## src/rtl/bullet_collider.sv

```systemverilog
// bullet_collider: watches the scan-out pixel stream for bullet/asteroid/ship
// overlaps, then at each frame tick commits per-slot reset levels, a sticky
// ship-hit flag and a saturating score.
module bullet_collider #(
   parameter int NB      = 4,
   parameter int NA      = 8,
   parameter int SCORE_W = 16,
   parameter int HIT_PTS = 10,
   parameter int H_VIS   = 640,
   parameter int V_VIS   = 480
) (
   input  logic               clk,
   input  logic               reset,
   input  logic [9:0]         px,
   input  logic [9:0]         py,
   input  logic               frame_tick,
   input  logic [NB-1:0]      bullet_pixel,
   input  logic [NA-1:0]      rock_pixel,
   input  logic               ship_pixel,
   input  logic               clear_game,
   output logic [NB-1:0]      bullet_reset,
   output logic [NA-1:0]      rock_reset,
   output logic               ship_hit,
   output logic [SCORE_W-1:0] score,
   output logic               busy
);

   localparam int KW = (NA > 1) ? $clog2(NA) : 1;
   localparam logic [9:0]         HV  = 10'(H_VIS);
   localparam logic [9:0]         VV  = 10'(V_VIS);
   localparam logic [SCORE_W:0]   PTS = (SCORE_W+1)'(HIT_PTS);
   localparam logic [KW-1:0]      KLAST = KW'(NA-1);

   typedef enum logic [1:0] {IDLE, SCAN, COMMIT, SCORE} state_t;

   state_t               state_q, state_d;
   logic [NB-1:0]        bacc_q, bacc_d, breset_q, breset_d;
   logic [NA-1:0]        racc_q, racc_d, rreset_q, rreset_d, rq_q, rq_d;
   logic                 sacc_q, sacc_d, ship_q, ship_d;
   logic [SCORE_W-1:0]   score_q, score_d;
   logic [KW-1:0]        k_q, k_d;

   logic                 visible;
   logic [NB-1:0]        bnew;
   logic [NA-1:0]        rnew;
   logic                 snew;

   // Add one hit's worth of points, clamping at all-ones instead of wrapping.
   function automatic logic [SCORE_W-1:0] sat_add(input logic [SCORE_W-1:0] a);
      logic [SCORE_W:0] sum;
      sum = {1'b0, a} + PTS;
      if (sum[SCORE_W]) return '1;
      return sum[SCORE_W-1:0];
   endfunction

   // Per-pixel overlap terms; off-screen pixels never count.
   always_comb begin
      visible = (px < HV) && (py < VV);
      bnew    = '0;
      rnew    = '0;
      snew    = 1'b0;
      if (visible) begin
         bnew = bullet_pixel & {NB{|rock_pixel}};
         rnew = rock_pixel & {NA{|bullet_pixel}};
         snew = ship_pixel & (|rock_pixel);
      end
   end

   // Next-state and commit/score logic; clear_game overrides score and ship_hit last.
   always_comb begin
      state_d  = state_q;
      k_d      = k_q;
      bacc_d   = bacc_q | bnew;
      racc_d   = racc_q | rnew;
      sacc_d   = sacc_q | snew;
      breset_d = breset_q;
      rreset_d = rreset_q;
      rq_d     = rq_q;
      ship_d   = ship_q;
      score_d  = score_q;
      case (state_q)
         IDLE: begin
            // Partial first frame is discarded.
            bacc_d = '0;
            racc_d = '0;
            sacc_d = 1'b0;
            if (frame_tick) state_d = SCAN;
         end
         SCAN: begin
            if (frame_tick) state_d = COMMIT;
         end
         COMMIT: begin
            breset_d = bacc_q;
            rreset_d = racc_q;
            ship_d   = ship_q | sacc_q;
            rq_d     = racc_q;
            // Accumulators restart with this cycle's overlap so it is not lost.
            bacc_d   = bnew;
            racc_d   = rnew;
            sacc_d   = snew;
            k_d      = '0;
            state_d  = SCORE;
         end
         SCORE: begin
            if (rq_q[k_q]) score_d = sat_add(score_q);
            if (k_q == KLAST) state_d = SCAN;
            else              k_d = k_q + KW'(1);
         end
         default: state_d = IDLE;
      endcase
      if (clear_game) begin
         score_d = '0;
         ship_d  = 1'b0;
      end
   end

   // State and result registers with asynchronous active-low reset.
   always_ff @(posedge clk or negedge reset) begin
      if (!reset) begin
         state_q  <= IDLE;
         k_q      <= '0;
         bacc_q   <= '0;
         racc_q   <= '0;
         sacc_q   <= 1'b0;
         breset_q <= '0;
         rreset_q <= '0;
         rq_q     <= '0;
         ship_q   <= 1'b0;
         score_q  <= '0;
      end else begin
         state_q  <= state_d;
         k_q      <= k_d;
         bacc_q   <= bacc_d;
         racc_q   <= racc_d;
         sacc_q   <= sacc_d;
         breset_q <= breset_d;
         rreset_q <= rreset_d;
         rq_q     <= rq_d;
         ship_q   <= ship_d;
         score_q  <= score_d;
      end
   end

   assign bullet_reset = breset_q;
   assign rock_reset   = rreset_q;
   assign ship_hit     = ship_q;
   assign score        = score_q;
   assign busy         = (state_q == COMMIT) || (state_q == SCORE);

endmodule

```

## config.mk

```make
export PLATFORM = sky130hd
export DESIGN_NAME = bullet_collider
export DESIGN_NICKNAME = d
export VERILOG_FILES = /design/src/rtl/bullet_collider.sv
export SDC_FILE = /design/constraint.sdc
export NUM_CORES = 1
export LEC_CHECK = 0
export CAP_MARGIN = 15
export CORE_MARGIN = 2
export CORE_UTILIZATION = 35
export CTS_BUF_LIST = sky130_fd_sc_hd__clkbuf_8
export DETAILED_ROUTE_END_ITERATION = 6
export PLACE_DENSITY = 0.61
export REMOVE_ABC_BUFFERS = 1
export SYNTH_ARGS = -nofsm -noshare
export SYNTH_HDL_FRONTEND = slang
export SYNTH_SLANG_ARGS = --single-unit
```

## constraint.sdc

```tcl
create_clock -name clk -period 4.5 [get_ports clk]
set_clock_uncertainty 0.1 [all_clocks]
set_input_delay 0.675 -clock clk [delete_from_list [all_inputs] [get_ports clk]]
set_output_delay 0.675 -clock clk [all_outputs]
set_load 0.01 [all_outputs]
```

==> key figures, run 1 <==
Floorplanning
  – CORE AREA: 6680 um2
  – Initial Utilization: 0.355
  – Die height: 86.3 um
  – I/O pin cnt: 67
  – Die ar.: 7450 um2
  – Horiz. Die Dim: 86.3 um
  – Cell row count: 30

Layout
  – Ant. Diodes: 0
  – Most frequent cells in the layout: clkdlybuf4s50_1 (53), dfrtp_1 (47), nor2_1 (29), a21oi_1 (21), mux2_2 (17)
  – Syn-to-layout area delta: 30.4%
  – Layout cells sized above 1: 0.140
  – FILL cells: 658
  – Most common cell after layout, fill and taps aside: clkdlybuf4s50_1
  – Fin nets: 323

Logic synthesis
  – Area leader, netlist: dfrtp_1
  – Synth area leaders: dfrtp_1 (50%), mux2_2 (8.1%), nor2_1 (4.6%)
  – Cell Area, Synth: 2370 um2
  – Syn_area_per_cell: 10.5 um2
  – Top-area cell type share of the netlist area: 0.496
  – Ys Warns: 0
  – Post-synthesis cell type count: 44
  – Synthesized flop and latch total: 47
  – Mapped Cells: 225
  – Post-synthesis sequential area ratio: 0.496

Setup path
  – Reg2Reg Setup Slack: 2.15 ns
  – CP Capture Type: output port
  – CP Buf/Inv Count: 3
  – Crit-path slowest cell: ha_1
  – CP most frequent cell: inv_1
  – Critical path type: register to output port
  – Reg2reg start: state_q[0]$_DFFE_PN0P_
  – CP arrival: 2.60 ns
  – Crit-path max FO: 28
  – CP Cell Sequence: inv_1, ha_1, nor2_1, inv_1, clkdlybuf4s50_1
  – Crit start category: register
  – Critical Path Source: state_q[0]$_DFFE_PN0P_
  – CP top delay family: adder cells
  – WP data required: 3.72 ns
  – Max incr delay on CP: 0.89 ns

Detailed routing
  – TritonRoute pass-1 iters: 4
  – DRT iter0 DRCs: 89
  – DR DRC count: 0
  – Final antenna-violating net count: 0
  – Vias: 1860
  – Drt wl/cell: 14.4 um
  – Total detailed-routing wirelength: 5.16 mm
  – Vias per cell: 5.18

Job
  – Maxcap violations: 0

Pwr
  – Pleak: 1.28 nW
  – Switching part of the total: 0.348
  – Flop pwr share: 0.396
  – Clock share of power: 0.187
  – Comb pwr share: 0.417
  – Pwr per Cell Area: 534 nW/um2
  – Int Pwr: 0.00108 W
  – IR drop worst, VDD: 0.293 mV
  – Switching power: 0.000574 W

Clock network
  – Post-CTS setup buffer count: 0
  – Root Buffer: clkbuf_8
  – CTS Buf Count: 5
  – CTS clock-pin slew for the worst setup and hold paths: 0.08 ns
  – Cts repair resizes: 0
  – Clock latency on the worst-skew pair: 0.30 ns
  – H-Tree Depth: 2
  – Clock buffer depth: 2
  – Post-CTS Hold Buffers: 0
  – CTS tree: yes
  – # clock sinks: 47

Run status
  – Outcome: finished clean

STA
  – Maximum clock frequency: 296 MHz
  – Final Critical Period: 3.38 ns
  – Worst slew pin tran: 1.10 ns
  – Period Utilization, post-route: 0.750
  – Slew headroom: 0.268
  – Final setup violation count: 0
  – Setup_tns: 0 ns
  – RSZ-0062 raised after global routing: no
  – Final Max Slew Viols: 0
  – Hold Vio Cnt, Final: 0
  – Final worst setup slack: 1.12 ns

Min path
  – Worst Hold Class: primary input to asynchronous set/reset pin

Global route
  – Vias in the first global route: 1819
  – Initial antenna violation count: 0
  – Pin count of the biggest net entering global routing: 48
  – First-pass GRT wire length: 8.65 mm
  – Overflow after GRT: 0
  – Total GRT Usage: 0.147

Placement
  – Post-Place Worst Slack: 1.44 ns
  – I/O Buffers: 54
  – HPWL Detailed: 3.55 mm
  – Placer Congestion: 0.796
## synthesized netlist by cell type, drive strengths merged
cell and instances:
a211o 1, a211oi 4, a21o 1, a21oi 21, a221oi 2, a22o 2
a22oi 1, a31oi 5, a41o 2, a41oi 1, and2 2, and3 2
and4 1, and4b 1, buf 3, clkbuf 5, dfrtp 47, ha 7
inv 7, mux2 17, mux4 1, nand2 9, nand2b 3, nand3 3
nand4b 1, nor2 30, nor2b 14, nor3 6, nor3b 1, nor4 8
o21a 2, o21ai 9, o22ai 1, o31ai 1, or2 2, or3 1
xnor2 1
## power by group through the flow
stage / combinational (W) / sequential (W) / clock, W
floorplan: 0.000418 / 0.000666 / 0
finish: 0.000688 / 0.000654 / 0.000308
global placement: 0.000681 / 0.000661 / 0
CTS: 0.000696 / 0.000657 / 0.000320
global route: 0.000767 / 0.000676 / 0.000340
detailed placement: 0.000692 / 0.000664 / 0
## through the flow
step | std cells | util | hold WS [ns] | power, W | cell area [um2]
6_report | 359 | 0.463 | 0.151 | 0.00165 | 3090
5_1_grt | 359 | 0.463 | 0.145 | 0.00178 | 3090
4_1_cts | 358 | 0.460 | 0.403 | 0.00167 | 3070
3_5_place_dp | 351 | 0.444 | 0.385 | 0.00136 | 2970
3_3_place_gp | 351 | 0.444 | 0.377 | 0.00134 | 2970
2_1_floorplan | 217 | - | 0.279 | 0.00108 | 2330
## state kept, by name (all words and copies together) (netlist names)
signal	count
ship_hit	1
sacc_q	1
state_q	2
rq_q	8
bullet_reset	4
k_q	3
bacc_q	4
score	16
racc_q	8
## kinds of logic (layout without fill, tap and decap cells)
group / Yosys count / count (layout) / share of synthesized area
AND/OR/NAND/NOR: 84 / 84 / 0.191
AO/OA/AOI/OAI: 53 / 53 / 0.153
flip-flops: 47 / 47 / 0.496
multiplexers: 18 / 18 / 0.0902
buffers and inverters: 15 / 69 / 0.0285
adder cells (fa/ha/maj): 7 / 7 / 0.0369
XOR/XNOR: 1 / 1 / 0.00369
## final cells by class
type                            instances  area [um2]  area share
Tap cell                               80         100      0.0324
Clock buffer                            5        68.8      0.0222
Sequential cell                        47        1180       0.380
Inverter                                7        26.3     0.00850
Clock inverter                          2        37.5      0.0121
Timing Repair Buffer                   55         556       0.180
Multi-Input combinational cell        163        1130       0.365
## routing by layer
layer | track usage | share of wire
met1 | 0.200 | 0.49
met2 | 0.227 | 0.44
met3 | 0.0486 | 0.060
met4 | 0.0341 | 0.0093
met5 | 0 | 0
## final timing paths
| kind | endpoint | cells past startpoint |
|---|---|---|
| min in group clk | rq_q[3]$_DFFE_PN0P_ | 1 |
| max in group asynchronous | score[5]$_DFFE_PN0P_ | 2 |
| hold reg to reg | rq_q[3]$_DFFE_PN0P_ | 1 |
| setup reg to reg | racc_q[1]$_DFF_PN0_ | 4 |
| hold / removal | score[0]$_DFFE_PN0P_ | 1 |
| setup / recovery | busy | 5 |
## worst register-to-register path: stages, from the launching register on
cell	delay [ns]
dfrtp_1	0.41
inv_1	0.08
ha_1	0.57
nor2_1	0.91
nor2_1	0.13
(Power assumes the default switching activity.)
==> inputs of run 2 (changes only) <==
Clock period 4.5 ns to 3.2 ns, I/O delays scaled along.
==> key figures, run 2 (synthesis results as in run 1) <==
Layout
  – Most frequent cells in the layout: clkdlybuf4s50_1 (53), dfrtp_1 (47), nor2_1 (29), a21oi_1 (21), mux2_2 (17) (unchanged)
  – Max reg flops: 16 (unchanged)
  – Ant. Diodes: 0 (unchanged)
  – Fin nets: 326 (was 323)
  – Most common cell after layout, fill and taps aside: clkdlybuf4s50_1 (unchanged)
  – Layout cells sized above 1: 0.148 (was 0.140)
  – Non-filler cells, final: 363 (was 359)
  – Syn-to-layout area delta: 31.9% (was 30.4%)

Setup path
  – CP top delay family: buffers and inverters (was adder cells)
  – Crit-path slowest cell: clkdlybuf4s50_1 (was ha_1)
  – WP data required: 2.62 ns (was 3.72 ns)
  – Reg2Reg Setup Slack: 0.97 ns (was 2.15 ns)
  – Max incr delay on CP: 0.49 ns (was 0.89 ns)
  – CP Cell Sequence: ha_1, nor2_1, inv_1, clkdlybuf4s50_1 (was inv_1, ha_1, nor2_1, inv_1, clkdlybuf4s50_1)
  – FF-to-FF path depth: 5 (was 4)
  – R2R Path End: score[5]$_DFFE_PN0P_ (was racc_q[1]$_DFF_PN0_)
  – CP Capture Type: output port (unchanged)
  – CP arrival: 1.81 ns (was 2.60 ns)
  – Crit start category: register (unchanged)
  – CP Buf/Inv Count: 2 (was 3)
  – Crit-path max FO: 6 (was 28)
  – Reg2reg start: k_q[0]$_DFFE_PN0P_ (was state_q[0]$_DFFE_PN0P_)
  – Critical path type: register to output port (unchanged)

Job
  – Maxcap violations: 0 (unchanged)

Detailed routing
  – Drt wl/cell: 13.9 um (was 14.4 um)
  – TritonRoute pass-1 iters: 4 (unchanged)
  – Total detailed-routing wirelength: 5.03 mm (was 5.16 mm)
  – Final antenna-violating net count: 0 (unchanged)
  – Vias per cell: 5.13 (was 5.18)
  – DRT iter0 DRCs: 75 (was 89)
  – DR DRC count: 0 (unchanged)
  – Vias: 1861 (was 1860)

Clock network
  – H-Tree Depth: 2 (unchanged)
  – Clock latency on the worst-skew pair: 0.30 ns (about the same)
  – CTS clock-pin slew for the worst setup and hold paths: 0.09 ns (was 0.08 ns)
  – CTS Buf Count: 5 (unchanged)
  – # clock sinks: 47 (unchanged)
  – Post-CTS setup buffer count: 0 (unchanged)
  – CTS tree: yes (unchanged)
  – Clock buffer depth: 2 (unchanged)
  – Root Buffer: clkbuf_8 (unchanged)

STA
  – Setup_tns: 0 ns (unchanged)
  – Worst slew pin tran: 0.731 ns (was 1.10 ns)
  – Maximum clock frequency: 418 MHz
  – Final Critical Period: 2.39 ns
  – Hold Vio Cnt, Final: 0 (unchanged)
  – Period Utilization, post-route: 0.748
  – Final setup violation count: 0 (unchanged)
  – Slew headroom: 0.511 (was 0.268)
  – RSZ-0062 raised after global routing: no (unchanged)
  – Final Max Slew Viols: 0 (unchanged)

Global route
  – First-pass GRT wire length: 8.67 mm (was 8.65 mm)
  – Initial antenna violation count: 0 (unchanged)
  – GR peak layer: met2 (unchanged)
  – Vias in the first global route: 1851 (was 1819)
  – M2 GR Usage: 0.222 (was 0.227)
  – Total GRT Usage: 0.144 (was 0.147)
  – Routing usage on met1: 0.205 (was 0.200)
  – Overflow after GRT: 0 (unchanged)
  – Pin count of the biggest net entering global routing: 48 (unchanged)
  – Met3 usage: 0.0390 (was 0.0486)

Floorplanning
  – Horiz. Die Dim: 86.3 um (unchanged)
  – Die height: 86.3 um (unchanged)
  – Initial Utilization: 0.355 (unchanged)
  – I/O pin cnt: 67 (unchanged)
  – CORE AREA: 6680 um2 (unchanged)
  – Die ar.: 7450 um2 (unchanged)
  – Cell row count: 30 (unchanged)

Pwr
  – IR drop worst, VDD: 0.376 mV (was 0.293 mV)
  – Pleak: 1.31 nW (was 1.28 nW)
  – Pwr per Cell Area: 750 nW/um2 (was 534 nW/um2)

Placement
  – HPWL Detailed: 3.43 mm (was 3.55 mm)
  – Total placed cells including tap cells: 353 (was 351)
  – Placer Congestion: 0.767 (was 0.796)
  – I/O Buffers: 54 (unchanged)

Run status
  – Outcome: finished clean (unchanged)

Min path
  – Worst Hold Class: register to register (was primary input to asynchronous set/reset pin)
  – Min-Delay Endpoint: rq_q[5]$_DFFE_PN0P_
  – Worst hold start: racc_q[5]$_DFF_PN0_
  – Hold Path Stages: 1
==> run 2: layout make-up <==
type	instances	area (um2)
inverter	7	26.3
clock buffer	6	82.6
clock inverter	2	35.0
fill	659	3550
timing repair buffer	58	581
multi-input combinational	163	1130
tap	80	100
sequential	47	1180
==> run 2: power by group <==
part           leakage (nW)  total [W]  switching [W]  internal [W]
Sequential            0.614   0.000922       0.000143      0.000780
Clock                0.0612   0.000453       0.000200      0.000253
Combinational         0.632   0.000971       0.000456      0.000515
Total                  1.31    0.00235       0.000799       0.00155
==> run 2: how the worst max path moves through the flow <==
| stage | from | end | slack [ns] | cells past startpoint |
|---|---|---|---|---|
| after floorplan | state_q[0]$_DFFE_PN0P_ | busy | 1.20 | 4 |
| after global placement | k_q[0]$_DFFE_PN0P_ | score[5]$_DFFE_PN0P_ | 0.99 | 5 |
| after detailed placement | k_q[0]$_DFFE_PN0P_ | score[7]$_DFFE_PN0P_ | 0.95 | 5 |
| after CTS | state_q[0]$_DFFE_PN0P_ | busy | 0.79 | 4 |
| after global routing | state_q[0]$_DFFE_PN0P_ | busy | 0.68 | 4 |
| final | state_q[0]$_DFFE_PN0P_ | busy | 0.81 | 4 |
==> run 2: layer usage <==
metal | share of wire | wire length (um)
met5 | 0 | 0
met4 | 0.0038 | 19
met3 | 0.057 | 287
met2 | 0.44 | 2230
met1 | 0.50 | 2500
==> run 2: timing repair <==
item / in CTS / in global routing
hold buffers: 0 / 1
resized for setup: 0 / 0
hold endpoints to repair: 0 / 8
==> run 2: per-stage QoR <==
| stage | worst slack (ns) | util | hold slack (ns) | cell area, um2 | total power, W |
|---|---|---|---|---|---|
| 3_3_place_gp | 0.993 | 0.446 | 0.379 | 2980 | 0.00190 |
| 3_5_place_dp | 0.946 | 0.446 | 0.382 | 2980 | 0.00191 |
| 2_1_floorplan | 1.20 | - | 0.0844 | 2330 | 0.00153 |
| 5_1_grt | 0.680 | 0.468 | 0.425 | 3130 | 0.00254 |
| 6_report | 0.806 | 0.468 | 0.406 | 3130 | 0.00235 |
| 4_1_cts | 0.787 | 0.464 | 0.311 | 3100 | 0.00238 |
